**config.mk**
```make
export PLATFORM = sky130hd
export DESIGN_NAME = mux2_rr_feeder
export DESIGN_NICKNAME = d
export VERILOG_FILES = /design/src/rtl/mux2_rr_feeder.sv
export SDC_FILE = /design/constraint.sdc
export NUM_CORES = 1
export LEC_CHECK = 0
export BUFFER_PORTS_ARGS = -buffer_cell sky130_fd_sc_hd__buf_2
export CAP_MARGIN = 40
export CORE_AREA = 5 5 42 44
export CTS_CLUSTER_DIAMETER = 120
export DETAILED_ROUTE_END_ITERATION = 12
export DIE_AREA = 0 0 47 49
export SETUP_SLACK_MARGIN = 0.4
export SLEW_MARGIN = 20
export SYNTH_ARGS = -nofsm -noshare
export SYNTH_HDL_FRONTEND = slang
export SYNTH_SLANG_ARGS = --single-unit
```
**constraint.sdc**
```tcl
create_clock -name clk -period 1.1 [get_ports clk]
set_clock_uncertainty 0.15 [all_clocks]
set_input_delay 0.11 -clock clk [delete_from_list [all_inputs] [get_ports clk]]
set_output_delay 0.11 -clock clk [all_outputs]
set_load 0.005 [all_outputs]
```
**src/rtl/mux2_rr_feeder.sv**
```systemverilog
// rtl/mux2_rr_feeder.sv - two-source round-robin feeder for the 2:1 mux datapath, registered output slot
// Optional ARB_BURST_EN: on ties the current winner keeps the grant for up to MAX_BURST words.
module mux2_rr_feeder #(
  parameter int WIDTH     = 1,
  parameter int MAX_BURST = 4
) (
  input  logic             clk,
  input  logic             rst_n,
  input  logic             a_valid,
  input  logic [WIDTH-1:0] a,
  output logic             a_ready,
  input  logic             b_valid,
  input  logic [WIDTH-1:0] b,
  output logic             b_ready,
  output logic             s,
  output logic [WIDTH-1:0] y,
  output logic             y_valid,
  input  logic             y_ready
);

  typedef enum logic {
    EMPTY = 1'b0,
    FULL  = 1'b1
  } slot_state_t;

  localparam bit BURST_CFG_OK = (MAX_BURST >= 1) && (MAX_BURST <= 255);

  slot_state_t state_q;
  slot_state_t state_d;

  logic slot_free;
  logic grant_a;
  logic grant_b;
  logic grant;
  logic pick_b;
  // 1 = B was granted last, so the first tie after reset goes to A
  logic last_q;

  assign y_valid   = (state_q == FULL);
  assign slot_free = !y_valid || y_ready;
  assign grant     = grant_a || grant_b;
  assign a_ready   = grant_a;
  assign b_ready   = grant_b;

`ifdef ARB_BURST_EN
  localparam logic [7:0] BURST_LIMIT = 8'(MAX_BURST);

  logic [7:0] burst_q;
  logic [7:0] burst_d;
  logic       keep_winner;

  // A zero count means no burst is in progress, so the pointer alone decides
  assign keep_winner = (burst_q != 8'd0) && (burst_q < BURST_LIMIT);
  assign pick_b      = keep_winner ? last_q : !last_q;

  always_comb begin
    burst_d = burst_q;
    if (grant) begin
      if ((grant_b == last_q) && (burst_q != 8'd0)) begin
        if (burst_q != 8'hff) begin
          burst_d = burst_q + 8'd1;
        end
      end else begin
        burst_d = 8'd1;
      end
    end
  end

  always_ff @(posedge clk or negedge rst_n) begin
    if (!rst_n) begin
      burst_q <= 8'd0;
    end else begin
      burst_q <= burst_d;
    end
  end
`else
  assign pick_b = !last_q;
`endif

  always_comb begin
    grant_a = 1'b0;
    grant_b = 1'b0;
    if (slot_free) begin
      if (a_valid && !b_valid) begin
        grant_a = 1'b1;
      end else if (b_valid && !a_valid) begin
        grant_b = 1'b1;
      end else if (a_valid && b_valid) begin
        if (pick_b) begin
          grant_b = 1'b1;
        end else begin
          grant_a = 1'b1;
        end
      end
    end
  end

  always_comb begin
    state_d = state_q;
    case (state_q)
      EMPTY: begin
        if (grant) begin
          state_d = FULL;
        end
      end
      FULL: begin
        if (y_ready && !grant) begin
          state_d = EMPTY;
        end
      end
      default: state_d = EMPTY;
    endcase
  end

  always_ff @(posedge clk or negedge rst_n) begin
    if (!rst_n) begin
      state_q <= EMPTY;
    end else begin
      state_q <= state_d;
    end
  end

  // y and s only move on a grant; an emptied slot keeps its last word
  always_ff @(posedge clk or negedge rst_n) begin
    if (!rst_n) begin
      y      <= '0;
      s      <= 1'b0;
      last_q <= 1'b1;
    end else if (grant) begin
      y      <= grant_b ? b : a;
      s      <= grant_b;
      last_q <= grant_b;
    end
  end

  assert property (@(posedge clk) disable iff (!rst_n) !(a_ready && b_ready));
  assert property (@(posedge clk) disable iff (!rst_n) (a_ready |-> a_valid) and (b_ready |-> b_valid));
  assert property (@(posedge clk) BURST_CFG_OK);

endmodule
```
# Yosys cells after proc, flatten, opt, wreduce, memory -nomap -nowiden
# Cells that the tools add are included.
[word_totals] register_bits=4 inputBits=7 out_inout_bits=5
[classes] mux=14 bitwise=1 reduce_logical=10
[ops] operator="1-bit 2-to-1 mux" count=13
[ops] operator="1-bit logical AND" count=4
[ops] operator="1-bit logical NOT" count=4
[ops] operator="1-bit logical OR" count=2
[ops] operator="1-bit one-hot mux with 2 select lines" count=1
[ops] operator="1-bit NOT" count=1

# Longest topological paths before layout
# Gate-level depths: netlist of the first run.
[depth] depth_word=10 ltp_mapped=4

# Worst setup path after synthesis of the first run
# No wires, ideal clock.
[synth_path] path_type="reg-to-reg" from="register state_q, in the netlist y_valid" to="register s" t_arrival_ns=0.796 setup_slack_ns=0.036 path_stages_with_launch=5 n_path_buf=1 synth_period_minus_slack_ns=1.064 cell_sequence="dfrtp_1 -> nand2b_4 -> buf_6 -> o211a_1 -> nor2_1"
[synth_between] elab_chain_len=4 word_cells_on_any_way=5 classes_between="mux: 2; reduce/logical: 3"
[synth_lines] element="start, declared" line_no="28" text="slot_state_t state_q;"
[synth_lines] element="start signal, assigned" line_no="119" text="state_q <= state_d;"
[synth_lines] element="1-bit logical NOT" line_no="40" text="assign slot_free = !y_valid || y_ready;"
[synth_lines] element="1-bit logical OR" line_no="40"
[synth_lines] element="1-bit 2-to-1 mux" line_no="83" text="if (slot_free) begin"
[synth_lines] element="named net a_ready" line_no="11" text="output logic a_ready,"
[synth_lines] element="1-bit logical OR" line_no="41" text="assign grant = grant_a || grant_b;"
[synth_lines] element="end signal, assigned" line_no="131" text="s <= grant_b;"
[synth_lines] element="end, declared" line_no="15" text="output logic s,"
# The timed path passes the listed nets, and every way through them passes these cells.
# A chain may end at the register's enable or synchronous reset.

# Worst setup path in the final report of the first run
[layout_path] from="register last_q" to="output port b_ready"
[layout_between] elab_chain_len=5
[layout_lines] element="start, declared" line_no="37" text="logic last_q;"
[layout_lines] element="start signal, assigned" line_no="132" text="last_q <= grant_b;"
[layout_lines] element="1-bit 2-to-1 mux" line_no="89" text="if (pick_b) begin"
[layout_lines] element="1-bit 2-to-1 mux" line_no="88" text="end else if (a_valid && b_valid) begin"
[layout_lines] element="1-bit 2-to-1 mux" line_no="86" text="end else if (b_valid && !a_valid) begin"
[layout_lines] element="1-bit 2-to-1 mux" line_no="84" text="if (a_valid && !b_valid) begin"
[layout_lines] element="1-bit 2-to-1 mux" line_no="83"
[layout_lines] element="end, declared" line_no="14" text="output logic b_ready,"
# Every way passes these cells.

==> flow_metrics.env, run 1 <==
export IMPL_arrival_ps=1070
export IMPL_wl_met3_um=68
export IMPL_clockPowerShare_pct=36.3
export IMPL_dp_cells=47
export IMPL_grt_pass1_vias=238
export IMPL_r2r_start="last_q$_DFFE_PN1P_"
export IMPL_async_flop_share_pct=100
export IMPL_htreeDepth=1
export IMPL_combPwrFrac_pct=28.6
export IMPL_register_area_um2=101
export IMPL_syn_to_final_growth_pct=86.9
export IMPL_fp_dieW_um=47
export IMPL_min_to="last_q$_DFFE_PN1P_"
export IMPL_clkLatencyLatePin_ps=240
export IMPL_netlist_instances=21
export IMPL_yosys_area_share_adder_pct=0
export IMPL_r2r_slack_ps=-150
export IMPL_synth_most_common_cell="dfrtp_1"
export IMPL_cts_made_buffers=3
export IMPL_drv_cap=0
export IMPL_multi_input_area_um2=106
export IMPL_setup_tns_ps=-622
export IMPL_fillers=165
export IMPL_synth_seq_area_share_pct=48.2
export IMPL_power_switching_fraction_pct=25.9
export IMPL_path_clk_slew_ps=40
export IMPL_critPathMaxFanout=3
export IMPL_grt_pass1_wl_um=959
export IMPL_grtUsageTotal_pct=6.07
export IMPL_hold_class="in2reg"
export IMPL_synth_top_cell_area_share_pct=35.7
export IMPL_synth_area_per_cell_um2=10.0
export IMPL_start_util_pct=15.0
export IMPL_hold_viol=1
export IMPL_cellPowerDensity_nw_per_um2=1400
export IMPL_num_antenna_cells=0
export IMPL_gp_congestion=0.731
export IMPL_synth_compound_area_share_pct=19.0
export IMPL_fmaxAchievable_mhz=749
export IMPL_syn_num_nets=28
export IMPL_hp_start="a_valid"
export IMPL_rr_worst_depth=5
export IMPL_dr_pass1_iters=4
export IMPL_timing_hold_ws_ps=-35.5
export IMPL_synthDistinctLibCells=16
export IMPL_drtIter0Drc=6
export IMPL_syn_area_um2=210
export IMPL_synthTopCellsByArea="dfrtp_1 (36%), dfstp_2 (13%), nand2b_4 (6.5%)"
export IMPL_cts_root_buffer="clkbuf_4"
export IMPL_antenna_found_initial=0
export IMPL_drc_errors=0
export IMPL_clock_sinks=4
export IMPL_met2_length_um=295
export IMPL_rows=14
export IMPL_hold_depth=2
export IMPL_place_ws_ps=-20.5
export IMPL_synth_xor_area_share_pct=0
export IMPL_period_minus_slack_ps=1330
export IMPL_core_um2=1400
export IMPL_die_y_um=49
export IMPL_synth_warnings=0
export IMPL_synth_edf_count=0
export IMPL_fin_nets=51
export IMPL_ir_drop_mv=0.395
export IMPL_p_seq_share_pct=35.2
export IMPL_status="complete, but fails checks"
export IMPL_wl_met1_um=214
export IMPL_setup_ws_ps=-235
export IMPL_critPathKind="reg2out"
export IMPL_io_buffer_count=11
export IMPL_r2r_end="y$_DFFE_PN0P_"
export IMPL_violations="negative hold slack, negative setup slack"
export IMPL_setup_violations=4
export IMPL_clockBufferDepth=2
export IMPL_postRouteAntennaNets=0
export IMPL_globalRouteOverflowTotal=0
export IMPL_vias=242
export IMPL_routed_via_density=4.10
export IMPL_synthSimpleGateAreaFrac_pct=25.6
export IMPL_io_pins=12
export IMPL_p_leak_uw=0.000201
export IMPL_grt_max_degree=7
export IMPL_synth_main_ff_cell="dfrtp_1"
export IMPL_post_route_period_util_pct=121
export IMPL_synth_top_family_by_area="simple AND/OR/NAND/NOR gates"
export IMPL_synth_seq_cells=4
export IMPL_synth_largest_area_cell="dfrtp_1"
export IMPL_tritoncts="yes"
export IMPL_slew_violations=0
export IMPL_internal_power_uw=407
export IMPL_wirelength_um=578
export IMPL_fin_cells=59
export IMPL_postCtsHoldBufs=1
export IMPL_post_drt_wl_per_cell_um=9.80
export IMPL_end_kind="primary output"
export IMPL_cp_start_kind="register"
export IMPL_highest_layer="met3"
export IMPL_synth_common_cells="dfrtp_1 (3), a21oi_1 (2), nand2_1 (2), nor2_1 (2)"
export IMPL_synth_area_mux_share_pct=0
export IMPL_required_ps=840
export IMPL_drive_gt1_share_pct=65.1
export IMPL_worst_pin_slew_ps=178
export IMPL_p_sw_uw=142
export IMPL_rsz0062_at_grt="true"
export IMPL_maxSlewHeadroom_pct=88.1
export IMPL_fp_dieArea_um2=2300
==> layer usage <==
metal	global-route usage, %	vias up
met4	5.53	0
li1	-	119
met5	0	-
met3	2.21	0
met1	6.21	113
met2	9.05	10
==> repair_timing <==
| item | in CTS | in global routing |
|---|---|---|
| pin swaps | 2 | 3 |
| buffers inserted | 4 | 3 |
| endpoints found under the hold margin | 7 | 1 |
| setup endpoints to repair | 9 | 9 |
| resized for setup | 6 | 2 |
==> sequential cells by signal, summed over array words and instances, names as in the netlist <==
name     count
y_valid      1
last_q       1
s            1
y            1
==> layout make-up <==
class | instances | share of cell area (%)
multi-input combinational | 15 | 27.1
sequential | 4 | 25.8
tap | 16 | 5.10
timing repair buffer | 19 | 34.4
inverter | 1 | 0.955
clock buffer | 4 | 6.69
==> worst max-delay path, cell delays in order, from the launching register on <==
cell and delay [ps]:
dfstp_2 540, nand2_2 50, and3_1 130, buf_2 120
==> cell usage in the layout (no fill, tap or decap) <==
master,n
buf_2,10
buf_6,4
buf_4,4
clkbuf_4,3
dfrtp_1,3
nand2_2,2
nor2_1,2
a21oi_2,2
inv_2,1
nand2b_4,1
o211a_1,1
and3_1,1
a31oi_1,1
nand4_1,1
and2b_1,1
o21ai_1,1
o2111ai_1,1
nand3_1,1
clkbuf_1,1
dlygate4sd3_1,1
dfstp_2,1
==> worst max-delay path by stage <==
stage	from	end	slack [ps]	depth (start not counted)
detailed placement	last_q$_DFFE_PN1P_	b_ready	-20	3
global placement	last_q$_DFFE_PN1P_	b_ready	-8	3
CTS	last_q$_DFFE_PN1P_	b_ready	-250	3
global route	last_q$_DFFE_PN1P_	b_ready	-270	3
floorplan	y_valid$_DFF_PN0_	s$_DFFE_PN0P_	50	4
finish	last_q$_DFFE_PN1P_	b_ready	-230	3
==> metrics by stage <==
step | utilization (%) | power [uW] | instance area, um2
floorplan | - | 244 | 210
CTS | 26.0 | 539 | 364
detailed placement | 19.6 | 288 | 274
global route | 28.0 | 587 | 393
global placement | 19.6 | 285 | 274
finish | 28.0 | 549 | 393
==> power by group through the flow <==
stage | sequential (uW) | clock (uW) | combinational, uW
floorplan | 196 | 0 | 47.4
global placement | 196 | 0 | 89.0
detailed placement | 197 | 0 | 90.6
CTS | 193 | 211 | 135
global route | 198 | 214 | 176
finish | 193 | 199 | 157
==> logic make-up (layout without fill, tap and decap cells) <==
| family | after synthesis | in the layout |
|---|---|---|
| simple gates | 9 | 9 |
| compound gates | 6 | 6 |
| flops | 4 | 4 |
| buf+inv | 2 | 24 |
Power figures use the tool's default switching activity.
==> run 2: changes to the inputs <==
--- a/config.mk
+++ b/config.mk
@@ -11,6 +11,7 @@
 export CTS_CLUSTER_DIAMETER = 120
 export DETAILED_ROUTE_END_ITERATION = 12
 export DIE_AREA = 0 0 47 49
+export RECOVER_POWER = 50
 export SETUP_SLACK_MARGIN = 0.4
 export SLEW_MARGIN = 20
 export SYNTH_ARGS = -nofsm -noshare
==> run 2 against run 1 <==
Compared with the run above: the flow still finishes with violations (negative hold slack, negative setup slack); largest cell class unchanged; combinational power is essentially flat; first-iteration DRC count is the same; flip-flop and latch count is the same; die area is the same; register-to-register slack is essentially flat; sequential power is essentially flat; global-route usage is the same; critical path depth is the same; core utilization shrank 0.089 points; sequential share of layout area grew 0.082 points; power is essentially flat; critical endpoint unchanged.
==> flow_metrics.env, run 2 (synthesized netlist as in run 1, its figures left out) <==
export IMPL_status="complete, but fails checks"
export IMPL_violations="negative hold slack, negative setup slack"
export IMPL_postCtsHoldBufs=1
export IMPL_io_buffer_count=11
export IMPL_grt_pass1_vias=238
export IMPL_drv_cap=0
export IMPL_setup_ws_ps=-235
export IMPL_end_kind="primary output"
export IMPL_clockBufferDepth=2
export IMPL_drtIter0Drc=6
export IMPL_ir_drop_mv=0.395
export IMPL_rows=14
export IMPL_final_common_cell="buf_2"
export IMPL_slew_violations=0
export IMPL_fin_cells=59
export IMPL_cp_slowest_cell="dfstp_2"
export IMPL_cellPowerDensity_nw_per_um2=1400
export IMPL_cp_start_kind="register"
export IMPL_dp_cells=47
export IMPL_cp_top_family="flip-flops"
export IMPL_io_pins=12
export IMPL_setup_tns_ps=-622
export IMPL_routed_via_density=4.10
export IMPL_timing_hold_ws_ps=-35.5
export IMPL_syn_to_final_growth_pct=86.3
export IMPL_hold_viol=1
export IMPL_globalRouteOverflowTotal=0
export IMPL_die_y_um=49
export IMPL_required_ps=840
export IMPL_path_buf_inv=1
export IMPL_clock_sinks=4
export IMPL_antenna_found_initial=0
export IMPL_critPathMaxStageDelay_ps=540
export IMPL_finalPower_uw=549
export IMPL_dr_pass1_iters=4
export IMPL_drc_errors=0
export IMPL_fmaxAchievable_mhz=749
export IMPL_postRouteAntennaNets=0
export IMPL_setup_violations=4
export IMPL_core_um2=1400
export IMPL_tritoncts="yes"
export IMPL_crit_chain="nand2_2, and3_1, buf_2"
export IMPL_clkLatencyLatePin_ps=240
export IMPL_drive_gt1_share_pct=62.8
export IMPL_wirelength_um=578
export IMPL_rsz0062_at_grt="true"
export IMPL_p_leak_uw=0.000198
export IMPL_critPathMaxFanout=3
export IMPL_hold_class="in2reg"
export IMPL_start_util_pct=15.0
export IMPL_num_antenna_cells=0
export IMPL_period_minus_slack_ps=1330
export IMPL_post_route_period_util_pct=121
export IMPL_fp_dieW_um=47
export IMPL_critPathKind="reg2out"
export IMPL_path_clk_slew_ps=40
export IMPL_post_drt_wl_per_cell_um=9.80
export IMPL_grtUsageTotal_pct=6.07
export IMPL_final_cell_mix="buf_2 (9), buf_6 (4), buf_4 (4)"
export IMPL_cts_root_buffer="clkbuf_4"
export IMPL_maxSlewHeadroom_pct=84.8
export IMPL_worst_pin_slew_ps=229
export IMPL_cts_made_buffers=3
export IMPL_arrival_ps=1070
export IMPL_fin_nets=51
export IMPL_fin_util_pct=27.9
export IMPL_fp_dieArea_um2=2300
export IMPL_htreeDepth=1
export IMPL_vias=242
export IMPL_grt_pass1_wl_um=959
export IMPL_grt_max_degree=7
export IMPL_gp_congestion=0.731
==> run 2: cell count changes in the layout (fill, tap and decap cells not counted) <==
cell / delta
clkbuf_1: +1
buf_2: -1
==> run 2: stage by stage <==
| step | instance area [um2] | setup WS, ps |
|---|---|---|
| 2_1_floorplan | 210 | 49.7 |
| 3_3_place_gp | 274 | -8.33 |
| 3_5_place_dp | 274 | -20.5 |
| 4_1_cts | 364 | -248 |
| 5_1_grt | 392 | -274 |
| 6_report | 392 | -235 |
==> run 2: repair_timing <==
| action | 4_1_cts | 5_1_grt |
|---|---|---|
| buffers inserted | 4 | 3 |
| gates resized for setup | 6 | 2 |
| setup endpoints to repair | 9 | 9 |
| hold endpoints to repair | 7 | 1 |
| pin swaps | 2 | 3 |
==> run 2: layout make-up <==
type                    instances  area [um2]
repair buffers                 19         134
well taps                      16        20.0
inverters                       1        3.75
flip-flops and latches          4         101
multi-input cells              15         106
clock buffers                   4        26.3
fillers                       164        1010
==> run 2: final timing paths <==
check,from,endpoint,slack [ps],cells after the start
min in group asynchronous,rst_n,y_valid$_DFF_PN0_,80,2
max in group asynchronous,rst_n,last_q$_DFFE_PN1P_,460,2
setup / recovery,last_q$_DFFE_PN1P_,b_ready,-230,3
hold reg to reg,y$_DFFE_PN0P_,y$_DFFE_PN0P_,360,2
setup reg to reg,last_q$_DFFE_PN1P_,y$_DFFE_PN0P_,-150,5
hold / removal,a_valid,last_q$_DFFE_PN1P_,-40,2
==> run 2: worst reg2reg max path: stages (launching register included) <==
cell	delay, ps
dfstp_2	540
nand2_2	50
buf_4	120
buf_4	120
nand4_1	70
nand3_1	70
==> run 2: metal layers <==
| layer | wire length [um] | GRT usage, % |
|---|---|---|
| met1 | 214 | 6.21 |
| met2 | 295 | 9.05 |
| met3 | 68 | 2.21 |
| met4 | 0 | 5.53 |
| met5 | 0 | 0 |
==> run 2: where the power goes <==
group / total, uW / switching, uW / internal (uW)
logic: 157 / 63.5 / 93.1
registers: 193 / 16.0 / 177
clock network: 199 / 62.9 / 136
